===== config.mk =====
export PLATFORM = sky130hd
export DESIGN_NAME = mem_arbiter
export DESIGN_NICKNAME = d
export VERILOG_FILES = /design/src/rtl/mem_arbiter.sv
export SDC_FILE = /design/constraint.sdc
export NUM_CORES = 1
export LEC_CHECK = 0
export BUFFER_PORTS_ARGS = -buffer_cell sky130_fd_sc_hd__buf_2
export CAP_MARGIN = 5
export CORE_AREA = 2 2 104 106
export DETAILED_ROUTE_END_ITERATION = 12
export DIE_AREA = 0 0 106 108
export PLACE_DENSITY = 0.65
export SLEW_MARGIN = 20
export SYNTH_ARGS = -nofsm -noshare
export SYNTH_HDL_FRONTEND = slang
export SYNTH_SLANG_ARGS = --single-unit
export TNS_END_PERCENT = 100

===== constraint.sdc =====
create_clock -name clk -period 1.29 [get_ports clk]
set_input_delay 0.258 -clock clk [delete_from_list [all_inputs] [get_ports clk]]
set_output_delay 0.258 -clock clk [all_outputs]
set_load 0.1 [all_outputs]

===== src/rtl/mem_arbiter.sv =====
// mem_arbiter: shares one synchronous-SRAM port (1-cycle read latency)
// between I-cache refills and D-cache refills/write-backs. One line-sized,
// word-sequential burst runs at a time. Simultaneous requests are resolved
// round-robin against the last granted requester.
//
// Ports:
//   clk, rst            clock, asynchronous active-high reset
//   i_req/i_addr        I-cache refill request and miss byte address
//   i_rvalid/i_rdata    I refill word strobe and data
//   i_done              one-cycle pulse when the I burst completes
//   d_req/d_we/d_addr   D-cache request, 1 = write-back, byte address
//   d_widx/d_wdata      word index asked of the D requester, its word back
//   d_rvalid/d_rdata    D refill word strobe and data
//   d_done              one-cycle pulse when the D burst completes
//   mem_en/mem_we       memory access / write strobe
//   mem_addr/mem_wdata  memory byte address / write data
//   mem_rdata           read data for the access issued the previous cycle
//   busy                arbiter is not idle
module mem_arbiter #(
  parameter int unsigned ADDR_W     = 32,
  parameter int unsigned LINE_WORDS = 4,
  parameter int unsigned CNT_W      = $clog2(LINE_WORDS)
) (
  input  logic              clk,
  input  logic              rst,
  input  logic              i_req,
  input  logic [ADDR_W-1:0] i_addr,
  output logic              i_rvalid,
  output logic [31:0]       i_rdata,
  output logic              i_done,
  input  logic              d_req,
  input  logic              d_we,
  input  logic [ADDR_W-1:0] d_addr,
  output logic [CNT_W-1:0]  d_widx,
  input  logic [31:0]       d_wdata,
  output logic              d_rvalid,
  output logic [31:0]       d_rdata,
  output logic              d_done,
  output logic              mem_en,
  output logic              mem_we,
  output logic [ADDR_W-1:0] mem_addr,
  output logic [31:0]       mem_wdata,
  input  logic [31:0]       mem_rdata,
  output logic              busy
);

  localparam logic [ADDR_W-1:0] LINE_MASK = ADDR_W'(LINE_WORDS * 4 - 1);
  localparam logic [CNT_W-1:0]  CNT_LAST  = CNT_W'(LINE_WORDS - 1);

  typedef enum logic [1:0] {
    S_IDLE  = 2'd0,
    S_BURST = 2'd1,
    S_DRAIN = 2'd2
  } state_e;

  state_e            state_q, state_d;
  logic              grant_d_q, grant_d_d;   // 1 = D owns the burst
  logic              last_d_q, last_d_d;     // 1 = D was granted last
  logic              we_lat_q, we_lat_d;
  logic [ADDR_W-1:0] base_q, base_d;
  logic [CNT_W-1:0]  cnt_q, cnt_d;
  logic              rd_pend_q, rd_pend_d;

  // D wins when alone, or on a tie when I was served last.
  logic              pick_d;
  logic [ADDR_W-1:0] pick_addr;
  assign pick_d    = d_req && (!i_req || !last_d_q);
  assign pick_addr = pick_d ? d_addr : i_addr;

  // State and datapath registers.
  always_ff @(posedge clk or posedge rst) begin
    if (rst) begin
      state_q   <= S_IDLE;
      grant_d_q <= 1'b0;
      last_d_q  <= 1'b0;
      we_lat_q  <= 1'b0;
      base_q    <= '0;
      cnt_q     <= '0;
      rd_pend_q <= 1'b0;
    end else begin
      state_q   <= state_d;
      grant_d_q <= grant_d_d;
      last_d_q  <= last_d_d;
      we_lat_q  <= we_lat_d;
      base_q    <= base_d;
      cnt_q     <= cnt_d;
      rd_pend_q <= rd_pend_d;
    end
  end

  // Next-state and register updates.
  always_comb begin
    state_d   = state_q;
    grant_d_d = grant_d_q;
    last_d_d  = last_d_q;
    we_lat_d  = we_lat_q;
    base_d    = base_q;
    cnt_d     = cnt_q;
    rd_pend_d = rd_pend_q;
    unique case (state_q)
      S_IDLE: begin
        rd_pend_d = 1'b0;
        if (i_req || d_req) begin
          grant_d_d = pick_d;
          last_d_d  = pick_d;
          we_lat_d  = pick_d && d_we;
          base_d    = pick_addr & ~LINE_MASK;
          cnt_d     = '0;
          state_d   = S_BURST;
        end
      end
      S_BURST: begin
        cnt_d     = cnt_q + CNT_W'(1);
        // A read issued now returns next cycle.
        rd_pend_d = !we_lat_q;
        if (cnt_q == CNT_LAST) begin
          state_d = we_lat_q ? S_IDLE : S_DRAIN;
        end
      end
      S_DRAIN: begin
        rd_pend_d = 1'b0;
        state_d   = S_IDLE;
      end
      default: begin
        state_d = S_IDLE;
      end
    endcase
  end

  // Outputs: memory port, requester strobes, zero when unused.
  always_comb begin
    mem_en    = 1'b0;
    mem_we    = 1'b0;
    mem_addr  = '0;
    mem_wdata = '0;
    d_widx    = '0;
    i_rvalid  = 1'b0;
    i_rdata   = '0;
    i_done    = 1'b0;
    d_rvalid  = 1'b0;
    d_rdata   = '0;
    d_done    = 1'b0;
    busy      = (state_q != S_IDLE);
    if (state_q == S_BURST) begin
      mem_en   = 1'b1;
      mem_we   = we_lat_q;
      mem_addr = base_q + ADDR_W'({cnt_q, 2'b00});
      if (we_lat_q) begin
        d_widx    = cnt_q;
        mem_wdata = d_wdata;
        d_done    = (cnt_q == CNT_LAST);
      end
    end
    if (rd_pend_q) begin
      if (grant_d_q) begin
        d_rvalid = 1'b1;
        d_rdata  = mem_rdata;
      end else begin
        i_rvalid = 1'b1;
        i_rdata  = mem_rdata;
      end
    end
    // The final read word lands in DRAIN together with done.
    if (state_q == S_DRAIN) begin
      if (grant_d_q) d_done = 1'b1;
      else           i_done = 1'b1;
    end
  end

endmodule


# After elaboration in Yosys (flattened, before gate mapping)
# Cells that the tools add are included.
classes:
  n_eq_ne: 5
  mux: 28
  addsub: 2
  n_reduce_logical: 15
op_table:
  columns: ["operator", "count"]
  rows:
  - ["two-way mux 32 bit", 8]
  - ["adder 32 x 4 -> 32 bit", 1]
  - ["two-way mux 2 bit", 6]
  - ["two-way mux 1 bit", 11]
  - ["case mux 2 bit (2 select lines)", 2]
  - ["AND reduction 2 bit", 3]
  - ["nonzero test 2 bit", 3]
  - ["equality test 2 bit (second input constant)", 2]
  - ["inequality test 2 bit (second input constant)", 2]
  - ["zero test 1 bit", 3]
  - ["adder 2 x 1 -> 2 bit (second input constant)", 1]
  - ["equality test 2 x 1 -> 1 bit (second input constant)", 1]
  - ["logical AND 1 bit", 2]
  - ["zero test 2 bit", 1]
  - ["logical OR 1 bit", 2]
  - ["case mux 1 bit (2 select lines)", 1]
  - ["OR reduction 2 bit", 1]
totals:
  word_cells: 56
  input_bits: 133
  regBits: 35
  out_inout_bits: 137

# Longest topological paths before layout
# Gate-level depths: netlist of run 1.
logic_depth:
  ltp_word: 5
  mapped_depth: 5
  ltp_nobuf: 4

# Worst setup path after synthesis of run 1
# Ideal clock, no wire load.
synth_timing:
  path_kind: "register to output"
  startpoint: "reg last_d_q (netlist name)"
  endpoint: "out i_done"
  path_buffers: 2
  setup_slack_ns: -1.895
  stages_incl_launch_ff: 4
  t_arrival_ns: 2.927
  t_required_ns: 1.032
  cell_sequence: "dfrtp_1 -> buf_2 -> clkbuf_1 -> nor3b_1"
synth_rtl:
  columns: ["item", "line_no", "text"]
  rows:
  - ["to (decl)", "30", "output logic i_done,"]

==> results of run 1 <==
## synth_stat cells
cell | n | area (µm²)
nor2_2 | 1 | 6.26
clkbuf_1 | 9 | 33.8
a21boi_2 | 1 | 11.3
a32o_1 | 1 | 10.0
inv_1 | 2 | 7.51
a31oi_1 | 28 | 175
nor3b_1 | 2 | 15.0
a21oi_1 | 29 | 145
ha_1 | 1 | 12.5
or2_1 | 1 | 6.26
a21bo_1 | 1 | 10.0
nand4b_1 | 1 | 8.76
conb_1 | 1 | 3.75
and3b_1 | 1 | 8.76
buf_6 | 8 | 90.1
o21ai_1 | 2 | 10.0
buf_2 | 11 | 55.1
and2_1 | 98 | 613
dfrtp_1 | 35 | 876
o21ai_0 | 3 | 15.0
and2b_1 | 1 | 7.51
a31oi_2 | 1 | 12.5
inv_2 | 1 | 3.75
nand2_1 | 62 | 233
and3_1 | 32 | 200
nand2b_1 | 2 | 12.5
buf_4 | 6 | 45.0
and2_4 | 1 | 8.76
## stage by stage
step | cell area [µm²] | setup WS, ns
CTS | 7220 | -0.466
global route | 7500 | -0.546
finish | 7500 | -0.490
floorplan | 3080 | -0.493
global placement | 6480 | -0.190
detailed placement | 6480 | -0.227
## what timing repair did
item,4_1_cts,5_1_grt
gates resized for setup,89,33
endpoints found under the setup margin,166,168
pin swaps,73,32
buffers inserted,12,7
gates cloned,13,6
endpoints found under the hold margin,0,0
## cells by family (layout without fill, tap and decap cells)
family,after synthesis,after routing,synth area share (%)
other,1,4,0.142
AOI/OAI and AO/OA,66,66,14.8
adders and majority gates,1,1,0.475
DFF,35,35,33.2
buffers and inverters,37,328,8.92
and+or+nand+nor,202,202,42.5
## how the worst max path moves through the flow
| stage | cells past startpoint | slack, ns | from | endpoint |
|---|---|---|---|---|
| after floorplan | 3 | -0.49 | last_d_q$_DFFE_PP0P_ | i_done |
| after global placement | 4 | -0.19 | state_q[1]$_DFFE_PP0P_ | mem_addr[25] |
| after detailed placement | 4 | -0.23 | state_q[1]$_DFFE_PP0P_ | mem_addr[26] |
| after CTS | 4 | -0.47 | state_q[1]$_DFFE_PP0P_ | mem_wdata[8] |
| after global routing | 4 | -0.55 | last_d_q$_DFFE_PP0P_ | i_rdata[14] |
| final | 4 | -0.49 | last_d_q$_DFFE_PP0P_ | i_rdata[14] |
## metal layers
layer  track usage (%)  part of all wire (%)  vias up
met5                 0                     0        -
met2              47.6                    55      192
met1              27.4                    36     1816
li1                  -                     -     1721
met3              5.97                   6.2       31
met4              7.71                   2.7        0
## critical path: stages (launching register included)
cell     delay (ns)
dfrtp_2        0.41
and2b_2        0.31
buf_12         0.17
and2_4         0.17
buf_12         0.17
## final cells by class
cell class,instances,share of cell area (%)
antenna,2,0.0667
clock buffer,6,0.967
clock inverter,2,0.167
inverter,3,0.367
multi-input combinational,271,28.4
sequential,35,11.7
tap,136,2.27
timing repair buffer,313,55.5
timing repair inverter,4,0.567
## sequential cells by signal, summed over array words and instances, names as in the netlist
signal,count
last_d_q,1
base_q,28
rd_pend_q,1
cnt_q,2
we_lat_q,1
state_q,2
==> results.md, run 1 <==
* Violated checks: setup timing
* Fin cells at 772
* Largest net degree at the start of global routing at 36
* Vias per cell at 4.87
* CTS Hold Bufs at 0
* Root buf cell: clkbuf_8
* Worst R2R End: base_q[23]$_DFFE_PP0P_
* Syn-to-layout area delta at 185%
* Register bit total from synthesis at 35
* Antenna-violating nets left at 0
* Seq/Total Area, Yosys at 33.2%
* DRC at 0
* CP endpoint kind: primary output
* Post-DP HPWL at 10200 µm
* Setup_tns at -64.19 ns
* Final period utilization at 138%
* Number of max-cap violations at 0
* Wire per inst at 20.2 µm
* RSZ-0062 raised after global routing: true
* Initial DRC Count at 213
* Utilization after layout at 73.3%
* Total wire length at 15600 µm
* Endpoints failing setup at 167
* Clock-pin slew on the worst setup and hold paths at 0.07 ns
* Pins Over Slew Limit at 0
* Avg Cell Area, Syn at 7.71 µm²
* Ys Warns at 0
* Cells after Synth at 342
* Reg-to-reg slack, setup at -0.33 ns
* TritonCTS Buffers at 5
* Gpl congestion at 0.830
* Reg2Reg Depth at 8
* Max Freq at 562 MHz
* Required @ worst endpoint at 1.03 ns
* GRT Total Usage at 25.0%
* Clock Skew at 0.0102 ns
* Netlist Area Pre-Place at 2640 µm²
* Worst R2R Start: last_d_q$_DFFE_PP0P_
* First-pass GRT wire length at 22100 µm
* Worst skew pair latency at 0.28 ns
* WS Path Type: flop to primary output
* Final net count at 767
* CTS sink count at 35
* Area of the multi-input gates at 2130 µm²
* Vias in the first global route at 3872
* Starting Density at 25.8%
* Pre-antenna DRT Iters at 4
* FP Rows at 37
* Setup WS post-layout at -0.490 ns
* Gr ovfl total at 0
* Synth unique cells at 28
* # IOs at 270
* Sequential cell area at 878 µm²
* Hold Vio Cnt, Final at 0
* CTS Buffer Depth at 2
* Hold WS at 0.0170 ns
* Run status: complete, but fails checks
* TritonCTS clock tree: built
* Layout cells sized above 1 at 80.4%
* Fillcell total at 661
* Hold/Removal Path Class: primary input to asynchronous set/reset pin
* Core area at 10200 µm²
* Die area at 11400 µm²
* Initial antenna violation count at 2
* Commonest cells after routing, fill and taps aside: buf_12 (147), buf_2 (124), and2_4 (98)
* CP max FO at 17
* Setup crit start kind: flop
* Die Y at 108 µm
* Die Wd at 106 µm
* Vias at 3760
* H-tree lvl count at 2
* Minimum clock period at 1.78 ns
* Commonest non-fill, non-tap cell in the layout: buf_12
* Dpl cells at 727
* Port buffer count at 259
* WP data arrival at 1.52 ns
Power of run 1 is not shown: default switching activity piles up to over one toggle a cycle in this logic, so the estimate is an artifact.
==> run 2, diff against run 1 <==
==> constraint.sdc (replaced) <==
create_clock -name clk -period 1.29 [get_ports clk]
set_input_delay 0.0645 -clock clk [delete_from_list [all_inputs] [get_ports clk]]
set_output_delay 0.0645 -clock clk [all_outputs]
set_load 0.1 [all_outputs]
==> run 2 against run 1 <==
  * The run still ends with setup timing left
  * Non-clock buffer count is 9 higher
  * Global-route usage down 1.5 points
  * Worst hold slack better by 0.0042 ns
  * Count of clock-buffer cells in the layout is the same
  * Setup slack gained 0.17 ns
  * Via count increased by 1.1%
  * Flip-flop and latch count is the same
  * Fmax grew 11%
  * Register-to-register slack improved by 0.09 ns
  * Sequential share of layout area down 0.10 points
  * Clock skew is 0.0017 ns lower
  * Design area increased by 0.75%
==> results.md, run 2 (synthesis gave the netlist of run 1 again) <==
* TritonCTS Buffers at 5 (unchanged)
* Vias in the first global route at 3895 (+0.59%)
* Cell family with most CP delay: buffers and inverters
* Layout cells sized above 1 at 78.8% (-1.7 points)
* Commonest cells after routing, fill and taps aside: buf_12 (145), buf_2 (124), and2_4 (100)
* Place WS at -0.0859 ns (+0.141 ns)
* Pins Over Slew Limit at 0 (unchanged)
* CP endpoint kind: primary output
* # IOs at 270 (unchanged)
* Violated checks: setup timing
* Post-DP HPWL at 10200 µm (about the same)
* TritonCTS clock tree: built
* CP max FO at 17 (unchanged)
* Gpl congestion at 0.804 (-3.1%)
* Final period utilization at 125% (-13 points)
* Antenna-violating nets left at 0 (unchanged)
* Gr ovfl total at 0 (unchanged)
* Initial antenna violation count at 2 (unchanged)
* Die Wd at 106 µm (unchanged)
* Final net count at 778 (+1.4%)
* CP peak stage delay at 0.42 ns (about the same)
* Most flops, register: base_q
* Utilization after layout at 73.9% (+0.55 points)
* Initial DRC Count at 180 (-15%)
* Number of max-cap violations at 0 (unchanged)
* Starting Density at 25.8% (unchanged)
* Total wire length at 15800 µm (+1.1%)
* Port buffer count at 259 (unchanged)
* Pre-antenna DRT Iters at 4 (unchanged)
* Syn-to-layout area delta at 187%
* Commonest non-fill, non-tap cell in the layout: buf_12
* Max Freq at 622 MHz (+11%)
* GRT Total Usage at 23.5% (-1.5 points)
* H-tree lvl count at 2 (unchanged)
* Vias per cell at 4.86 (-0.18%)
* CTS Buffer Depth at 2 (unchanged)
* CTS sink count at 35 (unchanged)
* CP Cell Sequence: and3b_2 > buf_4 > buf_16 > and2_4 > buf_12
* Reg-to-reg slack, setup at -0.24 ns (+0.09 ns)
* Die area at 11400 µm² (unchanged)
* DRC at 0 (unchanged)
* Largest register FFs at 28 (unchanged)
* Vias at 3802 (+1.1%)
* Slowest CP cell: dfrtp_2
* FP Rows at 37 (unchanged)
* RSZ-0062 raised after global routing: true
* Hold/Removal Path Class: primary input to flop
* Clock-pin slew on the worst setup and hold paths at 0.07 ns (about the same)
* Core area at 10200 µm² (unchanged)
* Minimum clock period at 1.61 ns (-0.173 ns)
* First-pass GRT wire length at 21000 µm (-5.0%)
* Required @ worst endpoint at 1.23 ns (+0.20 ns)
* Setup WS post-layout at -0.317 ns (+0.173 ns)
* Die Y at 108 µm (unchanged)
* Fillcell total at 659 (-0.30%)
* Buf/Inv on CP at 3 (+1)
* Worst skew pair latency at 0.29 ns (about the same)
* Largest net degree at the start of global routing at 36 (unchanged)
* WP data arrival at 1.54 ns (+0.02 ns)
* Biggest regs: base_q: 28 flops, cnt_q: 2 flops, state_q: 2 flops
* Run status: complete, but fails checks
* WS Path Type: flop to primary output
* Root buf cell: clkbuf_8
* Setup crit start kind: flop
* Endpoints failing setup at 165 (-1.2%)
* Clock Skew at 0.00843 ns (-0.00175 ns)
* Hold Vio Cnt, Final at 0 (unchanged)
* Wire per inst at 20.2 µm (-0.19%)
[run 2: changes by cell type in the layout (fill, tap and decap cells not counted), sizes merged]
cell,delta
and2,+2
buf,+8
bufinv,+1
clkinvlp,-1
diode,-1
dlygate4sd3,+1
[run 2: layout make-up]
type	count	area [µm²]	share of cell area, %
antenna	1	2.50	0.0331
clock buffer	6	82.6	1.09
clock inverter	2	35.0	0.463
inverter	3	27.5	0.364
multi-input combinational	273	2120	28.0
sequential	35	877	11.6
tap	136	170	2.25
timing repair buffer	322	4200	55.5
timing repair inverter	4	51.3	0.679
[run 2: path summary, 6_finish.rpt]
path                                   startpoint                endpoint  cells after the start
min reg2reg                  we_lat_q$_DFFE_PP0P_  state_q[1]$_DFFE_PP0P_                      2
max reg2reg                  last_d_q$_DFFE_PP0P_  base_q[11]$_DFFE_PP0P_                      8
max                        state_q[0]$_DFFE_PP0P_           mem_wdata[30]                      5
min                                     d_addr[4]   base_q[4]$_DFFE_PP0P_                      3
min in group asynchronous                     rst   base_q[5]$_DFFE_PP0P_                      4
max in group asynchronous                     rst  state_q[0]$_DFFE_PP0P_                      4
[run 2: timing repair]
| action | in CTS | in global routing |
|---|---|---|
| setup buffers | 18 | 13 |
| pin swaps | 17 | 55 |
| hold endpoints to repair | 35 | 0 |
| hold buffers | 1 | 0 |
| gates cloned | 11 | 11 |
| gates resized for setup | 39 | 93 |
| setup endpoints to repair | 157 | 167 |
[run 2: tightest hold or removal path, cell delays in order]
cell	delay, ns
buf_2	0.09
nand2_1	0.04
a31oi_1	0.07
[run 2: per-stage QoR]
| step | cell area [µm²] | setup TNS, ns | instances | hold WS, ns |
|---|---|---|---|---|
| CTS | 7040 | -33.24 | 761 | 0.0169 |
| floorplan | 3040 | -2.44 | 343 | 0.169 |
| global route | 7560 | -45.24 | 782 | 0.0278 |
| detailed placement | 6440 | -4.13 | 724 | 0.181 |
| finish | 7560 | -36.69 | 782 | 0.0212 |
| global placement | 6440 | -0.178 | 724 | 0.175 |
[run 2: layer usage]
metal | vias up | global-route usage [%] | wire, µm
li1 | 1742 | - | -
met1 | 1808 | 24.8 | 5390
met2 | 210 | 44.4 | 8760
met3 | 40 | 6.03 | 1120
met4 | 2 | 9.59 | 520
met5 | - | 0 | 19
Power of run 2 is left out for the same reason.
